## config.mk

```make
export PLATFORM = sky130hd
export DESIGN_NAME = gesture_mode_state
export DESIGN_NICKNAME = d
export VERILOG_FILES = /design/src/rtl/gesture_pkg.sv /design/src/rtl/gesture_cmd_qualifier.sv /design/src/rtl/gesture_mode_state.sv
export SDC_FILE = /design/constraint.sdc
export NUM_CORES = 1
export LEC_CHECK = 0
export CAP_MARGIN = 20
export CORE_MARGIN = 2
export CORE_UTILIZATION = 49
export CTS_CLUSTER_SIZE = 10
export DETAILED_ROUTE_END_ITERATION = 16
export GPL_TIMING_DRIVEN = 0
export HOLD_SLACK_MARGIN = 0.1
export PLACE_DENSITY = 0.74
export SETUP_SLACK_MARGIN = 0.1
export SLEW_MARGIN = 20
export SYNTH_ARGS = -nofsm -noshare
export SYNTH_HDL_FRONTEND = slang
export SYNTH_HIERARCHICAL = 1
export SYNTH_SLANG_ARGS = --single-unit
```

## constraint.sdc

```tcl
create_clock -name clock -period 2 [get_ports clock]
set_clock_uncertainty 0.2 [all_clocks]
set_input_delay 0.2 -clock clock [delete_from_list [all_inputs] [get_ports clock]]
set_output_delay 0.2 -clock clock [all_outputs]
set_load 0.01 [all_outputs]
```

## src/rtl/gesture_pkg.sv

```systemverilog
// gesture_pkg
//   Shared types and constants for the gesture-drone mode controller.
//   cmd_t   : decoded classifier command
//   state_t : armed / disarmed state
//   idx_width() : width of a mode index, never below one bit
package gesture_pkg;

    typedef enum logic [1:0] {
        CMD_NONE,
        CMD_ON,
        CMD_OFF,
        CMD_MODE
    } cmd_t;

    typedef enum logic {
        ST_OFF,
        ST_ON
    } state_t;

    localparam int MODE_DEFAULT = 0;

    function automatic int idx_width(input int n);
        return (n > 2) ? $clog2(n) : 1;
    endfunction

endpackage

```

## src/rtl/gesture_cmd_qualifier.sv

```systemverilog
// gesture_cmd_qualifier
//   Decodes the classifier outputs into one command per cycle and only lets
//   a command through once it has been seen HOLD_CYCLES consecutive cycles.
//   Ports:
//     clock, reset       : rising-edge clock, async active-high reset
//     is_on, is_off      : arm / disarm requests (is_off has priority)
//     mode_req           : one-hot mode request; ambiguous patterns decode to NONE
//     accept             : single-cycle strobe, valid in the cycle the FSM should act
//     acc_cmd, acc_mode  : command (and mode index) being accepted
module gesture_cmd_qualifier
    import gesture_pkg::*;
#(
    parameter int NUM_MODES   = 4,
    parameter int HOLD_CYCLES = 3,
    localparam int MODE_W     = idx_width(NUM_MODES)
) (
    input  logic                 clock,
    input  logic                 reset,
    input  logic                 is_on,
    input  logic                 is_off,
    input  logic [NUM_MODES-1:0] mode_req,
    output logic                 accept,
    output cmd_t                 acc_cmd,
    output logic [MODE_W-1:0]    acc_mode
);

    localparam int HOLD_W = $clog2(HOLD_CYCLES + 1);
    localparam logic [HOLD_W-1:0] HOLD_MAX = HOLD_W'(HOLD_CYCLES);

    cmd_t              dec_cmd;
    cmd_t              cand_cmd;
    logic [MODE_W-1:0] dec_mode;
    logic [MODE_W-1:0] cand_mode;
    logic [HOLD_W-1:0] hold_cnt;
    logic [HOLD_W-1:0] hold_nxt;
    logic              same;

    always_comb begin
        dec_mode = '0;
        for (int i = 0; i < NUM_MODES; i++) begin
            if (mode_req[i]) dec_mode = MODE_W'(i);
        end
        if (is_off)                        dec_cmd = CMD_OFF;
        else if (is_on)                    dec_cmd = CMD_ON;
        else if ($countones(mode_req) == 1) dec_cmd = CMD_MODE;
        else                               dec_cmd = CMD_NONE;
    end

    // A different mode index is a different command.
    assign same = (dec_cmd == cand_cmd) && (dec_cmd != CMD_NONE) &&
                  ((dec_cmd != CMD_MODE) || (dec_mode == cand_mode));

    always_comb begin
        hold_nxt = '0;
        if (same)
            hold_nxt = (hold_cnt == HOLD_MAX) ? hold_cnt : hold_cnt + HOLD_W'(1);
        else if (dec_cmd != CMD_NONE)
            hold_nxt = HOLD_W'(1);
    end

    // Fire only on the transition into HOLD_MAX; a saturated counter that
    // stays saturated is the same command still being held.
    assign accept   = (hold_nxt == HOLD_MAX) && !(same && (hold_cnt == HOLD_MAX));
    assign acc_cmd  = dec_cmd;
    assign acc_mode = dec_mode;

    always_ff @(posedge clock or posedge reset) begin
        if (reset) begin
            cand_cmd  <= CMD_NONE;
            cand_mode <= '0;
            hold_cnt  <= '0;
        end else begin
            cand_cmd  <= dec_cmd;
            cand_mode <= dec_mode;
            hold_cnt  <= hold_nxt;
        end
    end

endmodule

```

## src/rtl/gesture_mode_state.sv

```systemverilog
// gesture_mode_state
//   Armed/disarmed state and flight mode for the gesture-drone controller,
//   driven by qualified classifier commands, with an inactivity auto-disarm.
//   Ports:
//     clock, reset   : rising-edge clock, async active-high reset
//     is_on, is_off  : arm / disarm requests
//     mode_req       : one-hot mode request
//     activity       : hand present; restarts the inactivity timer only
//     on_off_s       : 1 = armed
//     mode           : current mode index
//     changed        : one-cycle pulse when on_off_s or mode changes
//     timeout_pulse  : one-cycle pulse on auto-disarm
module gesture_mode_state
    import gesture_pkg::*;
#(
    parameter int NUM_MODES      = 4,
    parameter int HOLD_CYCLES    = 3,
    parameter int TIMEOUT_CYCLES = 1000,
    parameter bit TIMEOUT_EN     = 1'b1,
    localparam int MODE_W        = idx_width(NUM_MODES)
) (
    input  logic                 clock,
    input  logic                 reset,
    input  logic                 is_on,
    input  logic                 is_off,
    input  logic [NUM_MODES-1:0] mode_req,
    input  logic                 activity,
    output logic                 on_off_s,
    output logic [MODE_W-1:0]    mode,
    output logic                 changed,
    output logic                 timeout_pulse
);

    localparam int TMO_W = $clog2(TIMEOUT_CYCLES);
    localparam logic [TMO_W-1:0]  TMO_LAST = TMO_W'(TIMEOUT_CYCLES - 1);
    localparam logic [MODE_W-1:0] MODE_RST = MODE_W'(MODE_DEFAULT);

    state_t            state, state_nxt;
    logic [MODE_W-1:0] mode_nxt;
    logic              changed_nxt;
    logic              tpulse_nxt;
    logic [TMO_W-1:0]  tmo_cnt, tmo_nxt;

    logic              accept;
    cmd_t              acc_cmd;
    logic [MODE_W-1:0] acc_mode;

    gesture_cmd_qualifier #(
        .NUM_MODES   (NUM_MODES),
        .HOLD_CYCLES (HOLD_CYCLES)
    ) u_qual (
        .clock    (clock),
        .reset    (reset),
        .is_on    (is_on),
        .is_off   (is_off),
        .mode_req (mode_req),
        .accept   (accept),
        .acc_cmd  (acc_cmd),
        .acc_mode (acc_mode)
    );

    always_comb begin
        state_nxt   = state;
        mode_nxt    = mode;
        changed_nxt = 1'b0;
        tpulse_nxt  = 1'b0;
        tmo_nxt     = '0;
        case (state)
            ST_OFF: begin
                if (accept && acc_cmd == CMD_ON) begin
                    state_nxt   = ST_ON;
                    mode_nxt    = MODE_RST;
                    changed_nxt = 1'b1;
                end
            end
            ST_ON: begin
                // Any accepted command (even a no-op) counts as activity,
                // so it also beats a timeout landing on the same edge.
                if (accept) begin
                    if (acc_cmd == CMD_OFF) begin
                        state_nxt   = ST_OFF;
                        mode_nxt    = MODE_RST;
                        changed_nxt = 1'b1;
                    end else if (acc_cmd == CMD_MODE && acc_mode != mode) begin
                        mode_nxt    = acc_mode;
                        changed_nxt = 1'b1;
                    end
                end else if (activity || !TIMEOUT_EN) begin
                    tmo_nxt = '0;
                end else if (tmo_cnt == TMO_LAST) begin
                    state_nxt   = ST_OFF;
                    mode_nxt    = MODE_RST;
                    changed_nxt = 1'b1;
                    tpulse_nxt  = 1'b1;
                end else begin
                    tmo_nxt = tmo_cnt + TMO_W'(1);
                end
            end
            default: begin
                state_nxt = ST_OFF;
                mode_nxt  = MODE_RST;
            end
        endcase
    end

    always_ff @(posedge clock or posedge reset) begin
        if (reset) begin
            state         <= ST_OFF;
            mode          <= MODE_RST;
            changed       <= 1'b0;
            timeout_pulse <= 1'b0;
            tmo_cnt       <= '0;
        end else begin
            state         <= state_nxt;
            mode          <= mode_nxt;
            changed       <= changed_nxt;
            timeout_pulse <= tpulse_nxt;
            tmo_cnt       <= tmo_nxt;
        end
    end

    assign on_off_s = (state == ST_ON);

endmodule
```

==> results.md <==
Clock tree:
- TritonCTS built the clock tree.
- The tree is rooted in a sky130_fd_sc_hd__clkbuf_4.
- The total number of clock tree sinks is 21.
- The number of buffers added by the clock tree synthesis step is 3.
- The depth of the CTS H-tree is 1.
- The maximum buffer depth of the clock tree is 2.
- The clock slew seen by the registers of the worst setup and hold paths is 0.12 ns.
- The insertion delay of the later-clocked pin in the worst-skew pair is between 0.3 and 0.4 ns.

Routing:
- In this run the remaining antenna-violating nets after routing total 0.
- The first detailed-routing pass took 4 iterations.
- The count of vias placed by the detailed router is ~950.
- The number of remaining DRC errors is 0.
- The violation count after the first detailed-routing iteration is 20.
- The wire length per cell after detailed routing is roughly 14 um.
- The number of vias per cell after detailed routing is between 5 and 6.
- Wires add up to roughly 2.4 mm.

STA:
- After layout, the minimum clock period comes to about 2.6 ns.
- The worst path setup slack after routing is -0.6413 ns.
- After layout, the worst path uses 132.1% of the clock period.
- The maximum clock rate is 0.3786 GHz.
- Setup repair after global routing could not meet its margin everywhere.
- The slew at the pin closest to its max-slew limit is between 0.5 and 0.6 ns.
- The total negative slack for setup checks is -7.671 ns.
- The number of endpoints with negative hold slack in the final report is 0.
- The max-slew headroom at the worst pin is 61.40%.
- The max-slew violation total from the final report is 0.
- Setup violations remaining at the end of the flow were counted as 16.

Critical path:
- Data on the critical path arrives at its endpoint at around 2.7 ns.
- The worst-case register-to-register setup slack is -0.43 ns.
- Walking the worst path, the cells encountered are buf_8 > ha_4 > fa_2 > ha_4 > nor3b_4 > nand2_1 > nor4_2 > a21oi_2 > nor3b_2 > buf_4 > nand3_2 > a21oi_2 > a211oi_2 > buf_4 > mux2i_1.
- The maximum net fanout on the critical path is 4.
- The critical path is of the in -> reg type.
- The slowest stage of the critical path is the sky130_fd_sc_hd__fa_2 cell.
- The last element of the critical path is mode[1]$_DFFE_PP0P_.
- Counting both buffers and inverters, the worst setup path holds a total of 3.
- The top cell family by delay on the critical path is simple AND/OR/NAND/NOR gates.
- The startpoint identified for the worst register-to-register timing path is u_qual/cand_mode[1]$_DFF_PP0_.
- The critical path starts at mode_req[1].
- Data on the critical path is required at its endpoint by approximately 2.0 ns.
- Measured in cells, the most critical reg-to-reg path has a length of 10.
- Counting buffers and inverters, the worst setup path is 15 cells deep.
- The destination of the worst register-to-register timing path is mode[1]$_DFFE_PP0P_.
- The largest single stage delay on the critical path is between 0.3 and 0.4 ns.
- STA classifies the critical path endpoint as a register.
- The nature of the critical path startpoint is an input pin.

Synth:
- Counting every net in the synthesized netlist gives between 100 and 150.
- In this run the cell area of the synthesized design comes to ~1200 um^2.
- During synthesis, Yosys emitted a total of 6 warnings.
- The count of mapped cells out of synthesis is 118.
- The number of synthesized register bits is 21.
- The number of unique standard cell types used by synthesis is 37.
- The post-synthesis area per instance is around 9.9 um^2.
- Summing the sequential cell areas from Yosys gives roughly 45% of the chip area.

Global route:
- The total overflow reported by the global router is 0.
- The global-route met2 utilization is approximately 31%.
- The aggregate global-route resource usage is a little under a fifth.
- For met1 alone, demand over resource in global routing was roughly a quarter.
- The first-pass GRT wire length is just under 4 mm.
- The number of global-route vias before repair is between 800 and 900.
- For met3 alone, demand over resource in global routing was under 10%.
- The number of antenna violations at the first check in global routing is 0.
- The routing layer with the top usage in global route is met2.
- Entering global routing, the biggest net connects 16 pins.

Placement:
- The weighted congestion reported at the end of routability-driven placement is 0.7253.
- The placed wire-length estimate is approximately 1.6 mm.
- Input and output buffers added on the ports amount to 13.
- The total placed cells including tap cells is ~160.

Finish:
- The area of combinational cells with multiple inputs is 726.9 um^2.
- Registers take roughly 530 um^2.
- After the last flow step, the layout net total stands at 162.
- The fill cell instance count of the final layout is 159.
- The number of antenna diodes in the final layout is 0.
- The finished layout holds 176 standard cells, fillers aside.
- At the end of the flow the core is filled with cells to between 70 and 80%.
- The area growth from synthesis to layout is 38.25%.
- The post-route netlist has 32.43% of its cells at a drive strength greater than 1.

Hold path:
- The type of the most critical hold path is in -> reg.

Outcome:
- The checks that failed: setup timing.
- The flow ran to the end, but the final reports show violations.

Floorplan:
- The core region is between 2000 and 2500 um^2.
- The die is 52.89 um tall.
- Measured along the x axis, the die boundary spans about 53 um.
- The starting density of the core is a little over half.
- The count of standard-cell rows is 17.
- The number of top-level pins is 14.
- The die footprint is ~2800 um^2.

Power:
- IR analysis of the VDD net gives a maximum drop of approximately 0.5 mV.
- The static leakage is ~0.69 nW.
- Power comes to 0.9453 mW.
- The total power divided by cell area is between 500 and 600 nW/um^2.

Flow run:
- Max-cap violations in this run came to 0.
[how the worst min path moves through the flow]
stage | from | endpoint | slack (ns) | depth (start not counted)
detailed placement | tmo_cnt[0]$_DFF_PP0_ | tmo_cnt[0]$_DFF_PP0_ | 0.25 | 1
finish | mode_req[3] | u_qual/cand_mode[1]$_DFF_PP0_ | 0.10 | 2
global route | mode_req[3] | u_qual/cand_mode[1]$_DFF_PP0_ | 0.14 | 2
CTS | mode_req[2] | u_qual/cand_mode[1]$_DFF_PP0_ | 0.23 | 2
floorplan | reset | u_qual/cand_cmd[0]$_DFF_PP0_ | -0.21 | 1
global placement | tmo_cnt[0]$_DFF_PP0_ | tmo_cnt[0]$_DFF_PP0_ | 0.24 | 1
[registers in the layout, indices dropped and copies added (netlist names)]
register,count
u_qual/hold_cnt,2
changed,1
u_qual/cand_mode,2
tmo_cnt,10
u_qual/cand_cmd,2
on_off_s,1
mode,2
timeout_pulse,1
[synth_stat cells (all sizes together)]
library cell / number / area share, %
a211oi: 2 / 2.1
a21o: 1 / 0.64
a21oi: 5 / 2.5
a31o: 1 / 0.75
a31oi: 1 / 0.53
and3: 3 / 1.6
buf: 1 / 0.43
dfrtp: 21 / 45
fa: 1 / 1.7
ha: 3 / 3.2
inv: 11 / 3.5
mux2i: 2 / 1.7
nand2: 11 / 3.5
nand2b: 3 / 1.6
nand3: 3 / 1.3
nand4: 2 / 1.1
nand4b: 1 / 0.75
nor2: 17 / 5.4
nor3: 3 / 1.3
nor3b: 2 / 2.7
nor4: 2 / 2.4
nor4bb: 2 / 2.2
o211a: 1 / 0.85
o21ai: 2 / 0.85
o22ai: 1 / 0.53
o31ai: 1 / 1.1
or2: 1 / 0.53
or2b: 1 / 0.64
or3: 1 / 0.53
or3b: 1 / 0.96
xnor2: 8 / 6.0
xor2: 3 / 2.2
[kinds of logic after synthesis]
group,after synthesis,synth area share (%)
multiplexers,2,1.709
adder cells (fa/ha/maj),4,4.915
flip-flops,21,44.87
buffers and inverters,12,3.953
XOR/XNOR,11,8.227
AND/OR/NAND/NOR,53,26.50
AO/OA/AOI/OAI,15,9.829
[worst reg2reg max path, cell delays in order (launching register included)]
cell and delay (ns):
sky130_fd_sc_hd__dfrtp_1 0.42, sky130_fd_sc_hd__nor4bb_1 0.15, sky130_fd_sc_hd__a31oi_1 0.18, sky130_fd_sc_hd__o31ai_2 0.12
sky130_fd_sc_hd__a21oi_2 0.19, sky130_fd_sc_hd__nor3b_2 0.08, sky130_fd_sc_hd__or3b_4 0.40, sky130_fd_sc_hd__nor4_4 0.26
sky130_fd_sc_hd__a211oi_2 0.05, sky130_fd_sc_hd__buf_4 0.16, sky130_fd_sc_hd__mux2i_1 0.11
[final cells by class]
type                    instances  share of cell area (%)
plain buffers                   1                   1.236
clock buffers                   3                   1.391
clock inverters                 1                  0.3091
inverters                      11                   2.550
multi-input cells              85                   44.90
flip-flops and latches         21                   32.46
well taps                      28                   2.164
repair buffers                 26                   14.99
[through the flow]
| stage | setup WS (ns) | hold WS (ns) | instance area, um^2 |
|---|---|---|---|
| 2_1_floorplan | -0.9164 | -0.2090 | 1205 |
| 3_3_place_gp | -1.695 | 0.2432 | 1370 |
| 3_5_place_dp | -1.888 | 0.2520 | 1370 |
| 4_1_cts | -0.7903 | 0.2261 | 1511 |
| 5_1_grt | -0.7684 | 0.1404 | 1619 |
| 6_report | -0.6413 | 0.1005 | 1619 |
[timing repair]
| item | in CTS | in global routing |
|---|---|---|
| resized for setup | 21 | 27 |
| pin swaps | 12 | 13 |
| endpoints found under the setup margin | 19 | 18 |
| buffers inserted | 8 | 5 |
| endpoints found under the hold margin | 22 | 0 |
| hold buffers | 2 | 0 |
| gates cloned | 0 | 0 |
[layout by cell type, fill, tap and decap left out, drive strengths merged, types with 4 or more instances in the layout]
cell type and instances:
clkdlybuf4s50 9, a21oi 5, clkbuf 4, nor2 17, xnor2 8, inv 11, buf 14, nand2 11
dfrtp 21
[per-layer routing]
metal  vias to the layer above  share of wire, %
li1                        471                 -
met1                       464                50
met2                        15                46
met3                         4               3.0
met4                         0              0.99
met5                         -                 0
[report_power, final]
group          leakage, nW  switching (mW)  internal [mW]
Combinational        0.400           0.119          0.135
Sequential           0.269          0.0298          0.449
Clock               0.0177           0.137         0.0747
Power figures use the tool's default switching activity.
==> variant: new RTL, same flow settings <==
`TIMEOUT_EN`: 1'b1 -> 1'b0.
--- a/src/rtl/gesture_mode_state.sv
+++ b/src/rtl/gesture_mode_state.sv
@@ -17,5 +17,5 @@
     parameter int HOLD_CYCLES    = 3,
     parameter int TIMEOUT_CYCLES = 1000,
-    parameter bit TIMEOUT_EN     = 1'b1,
+    parameter bit TIMEOUT_EN     = 1'b0,
     localparam int MODE_W        = idx_width(NUM_MODES)
 ) (
Behaviour: same outputs for any inputs over 10 cycles, from zero or initial values and one cycle with reset high; that may be too few to reach the edited logic, so the function may still have changed.
==> variant against the original RTL <==
The flow still finishes with violations (setup timing). Hold slack got worse by 33 ps. Total power decreased by 38%. Register-to-register slack gained 60 ps. Cell area fell by 42%. Sequential cell count decreased by 11. Wire length shrank 43%. Worst setup slack improved by 56 ps. Synthesized area is 45% lower. Critical endpoint unchanged.
==> variant: results (changes against the original RTL) <==
The run finished, with violations left. The checks that failed: setup timing. The startpoint of the worst-slack reg-to-reg timing path is u_qual/cand_mode[0]. The number of buffers inserted by hold repair at cts came out at 1 (-1).

The CTS H-tree depth is 1 (unchanged). The reg-to-reg setup timing slack is -370 ps (+60 ps). The slowest stage of the critical path is the sky130_fd_sc_hd__or4bb_4 cell. The distinct cell type count of the synthesized netlist is 30 (-19%). In this run the worst setup path terminates at mode[1]. The register area share after synthesis came out at 0.390 (-0.0589).

The routed via count came out at 552 (-42%). The clock share of power is 0.324 (+0.100). The total global routing track utilization came out at 0.213 (+0.0220).

The power consumed by sequential cells came out at 0.000233 W (-51%). The detailed placement HPWL came out at 1030 um (-37%). The Yosys warning count came out at 6 (unchanged).

The number of global-route vias before repair is 536 (-40%). The number of enable-type register cells in the synthesized netlist came to 0 (unchanged). The pin count of the biggest net entering global routing came to 10 (-6). The ratio of cells with drive above 1 in the final layout came out at 0.349 (+0.0245).

The net count after synthesis was 78 (-40%). The number of cells produced by synthesis is 66 (-44%). The wire length of the first global-routing pass came out at 2150 um (-45%).

The setup TNS is -1550 ps (+6120 ps). The post-detailed-placement cell area came out at 811 um2 (-41%). The number of buffers inserted by port buffering is 10 (-3). The routed wire length came out at 1400 um (-43%). The internal power contribution was 0.000417 W (-37%).

The total net switching power is 0.000171 W (-40%). The count of placed standard cells including taps came to 91 (-43%). The arrival time of data at the critical path endpoint was 2540 ps (-110 ps). In this run the worst hold path is classified as in -> reg. Ranked by total cell area, the synthesized netlist is headed by sky130_fd_sc_hd__dfrtp_1, sky130_fd_sc_hd__nor3b_1, sky130_fd_sc_hd__a211oi_2. The most common flop cell mapped by yosys is sky130_fd_sc_hd__dfrtp_1. The number of inserted filler cells in the final layout was 91 (-43%). The biggest cell delay along the critical path came out at 470 ps (+120 ps). The pre-CTS setup slack is -1410 ps (+482 ps). In the synthesized netlist, the cells that appear most often are sky130_fd_sc_hd__dfrtp_1, sky130_fd_sc_hd__inv_1, sky130_fd_sc_hd__nand2_1, sky130_fd_sc_hd__nor2_1, sky130_fd_sc_hd__nor3b_1. The clock-pin slew on the worst setup and hold paths is 70 ps (-50 ps). The depth of the worst register-to-register path is 8 (-2). The detailed router's first-iteration violation count came out at 8 (-60%). The leakage power of the design came out at 0.380 nW (-45%). The worst setup margin came out at -585 ps (+56.4 ps). The clock latency on the worst-skew pair is 270 ps (-40 ps). The post-layout net count is 99 (-39%).

The initial antenna violation count is 0 (unchanged). The weighted congestion at the end of routability-driven global placement came out at 0.678 (-6.6%). The count of placed standard cells in the final layout, fillers left out came out at 101 (-43%).

Tracing the worst setup path back leads to its startpoint at mode_req[1]. The maximum vdd drop is 0.461 mV (-9.7%). The final-report setup violation count is 5 (-11).
[variant: cell count changes in the layout (fill, tap and decap cells not counted), sizes merged, moves of 3 or more]
cell / delta
nor2: -13
dfrtp: -11
buf: -6
inv: -6
nand2: -6
xnor2: -6
a21oi: -4
and3: -3
clkdlybuf4s50: -3
[variant: worst min-delay path by stage]
stage                     slack, ps  cells past startpoint   start                 end
after floorplan                -230                      1   reset             changed
after global placement          230                      2   reset             changed
after detailed placement        240                      2   reset             changed
after CTS                        60                      2  is_off  u_qual/cand_cmd[0]
after global routing             80                      2  is_off  u_qual/cand_cmd[0]
final                            70                      2  is_off  u_qual/cand_cmd[0]
[variant: metal layers]
metal,GRT usage,vias up,part of all wire
li1,-,274,-
met5,0,-,0
met3,0.0556,4,0.049
met4,0.125,0,0.024
met1,0.230,262,0.39
met2,0.371,12,0.54
[variant: cell type report]
class	instances	area, um2	share of cell area
sequential	10	250	0.268
multi-input combinational	49	452	0.483
buffer	2	12.5	0.0134
inverter	5	18.8	0.0201
tap	15	18.8	0.0201
timing repair buffer	16	146	0.157
clock buffer	4	36.3	0.0388
[variant: kinds of logic (layout without fill, tap and decap cells)]
group / Yosys count / count (layout) / share of synthesized area
AOI/OAI and AO/OA: 13 / 13 / 0.152
xor gates and xnor gates: 3 / 3 / 0.0409
adders and majority gates: 3 / 3 / 0.0702
buffers and inverters: 7 / 27 / 0.0487
DFF: 10 / 10 / 0.390
muxes: 2 / 2 / 0.0312
other: 1 / 1 / 0.00584
and+or+nand+nor: 27 / 27 / 0.261
[variant: timing repair]
action                                  CTS  global route
endpoints found under the hold margin    11             1
pin swaps                                 8             4
endpoints found under the setup margin    8             5
resized for setup                        18             4
buffers inserted                          4             1
gates cloned                              0             0
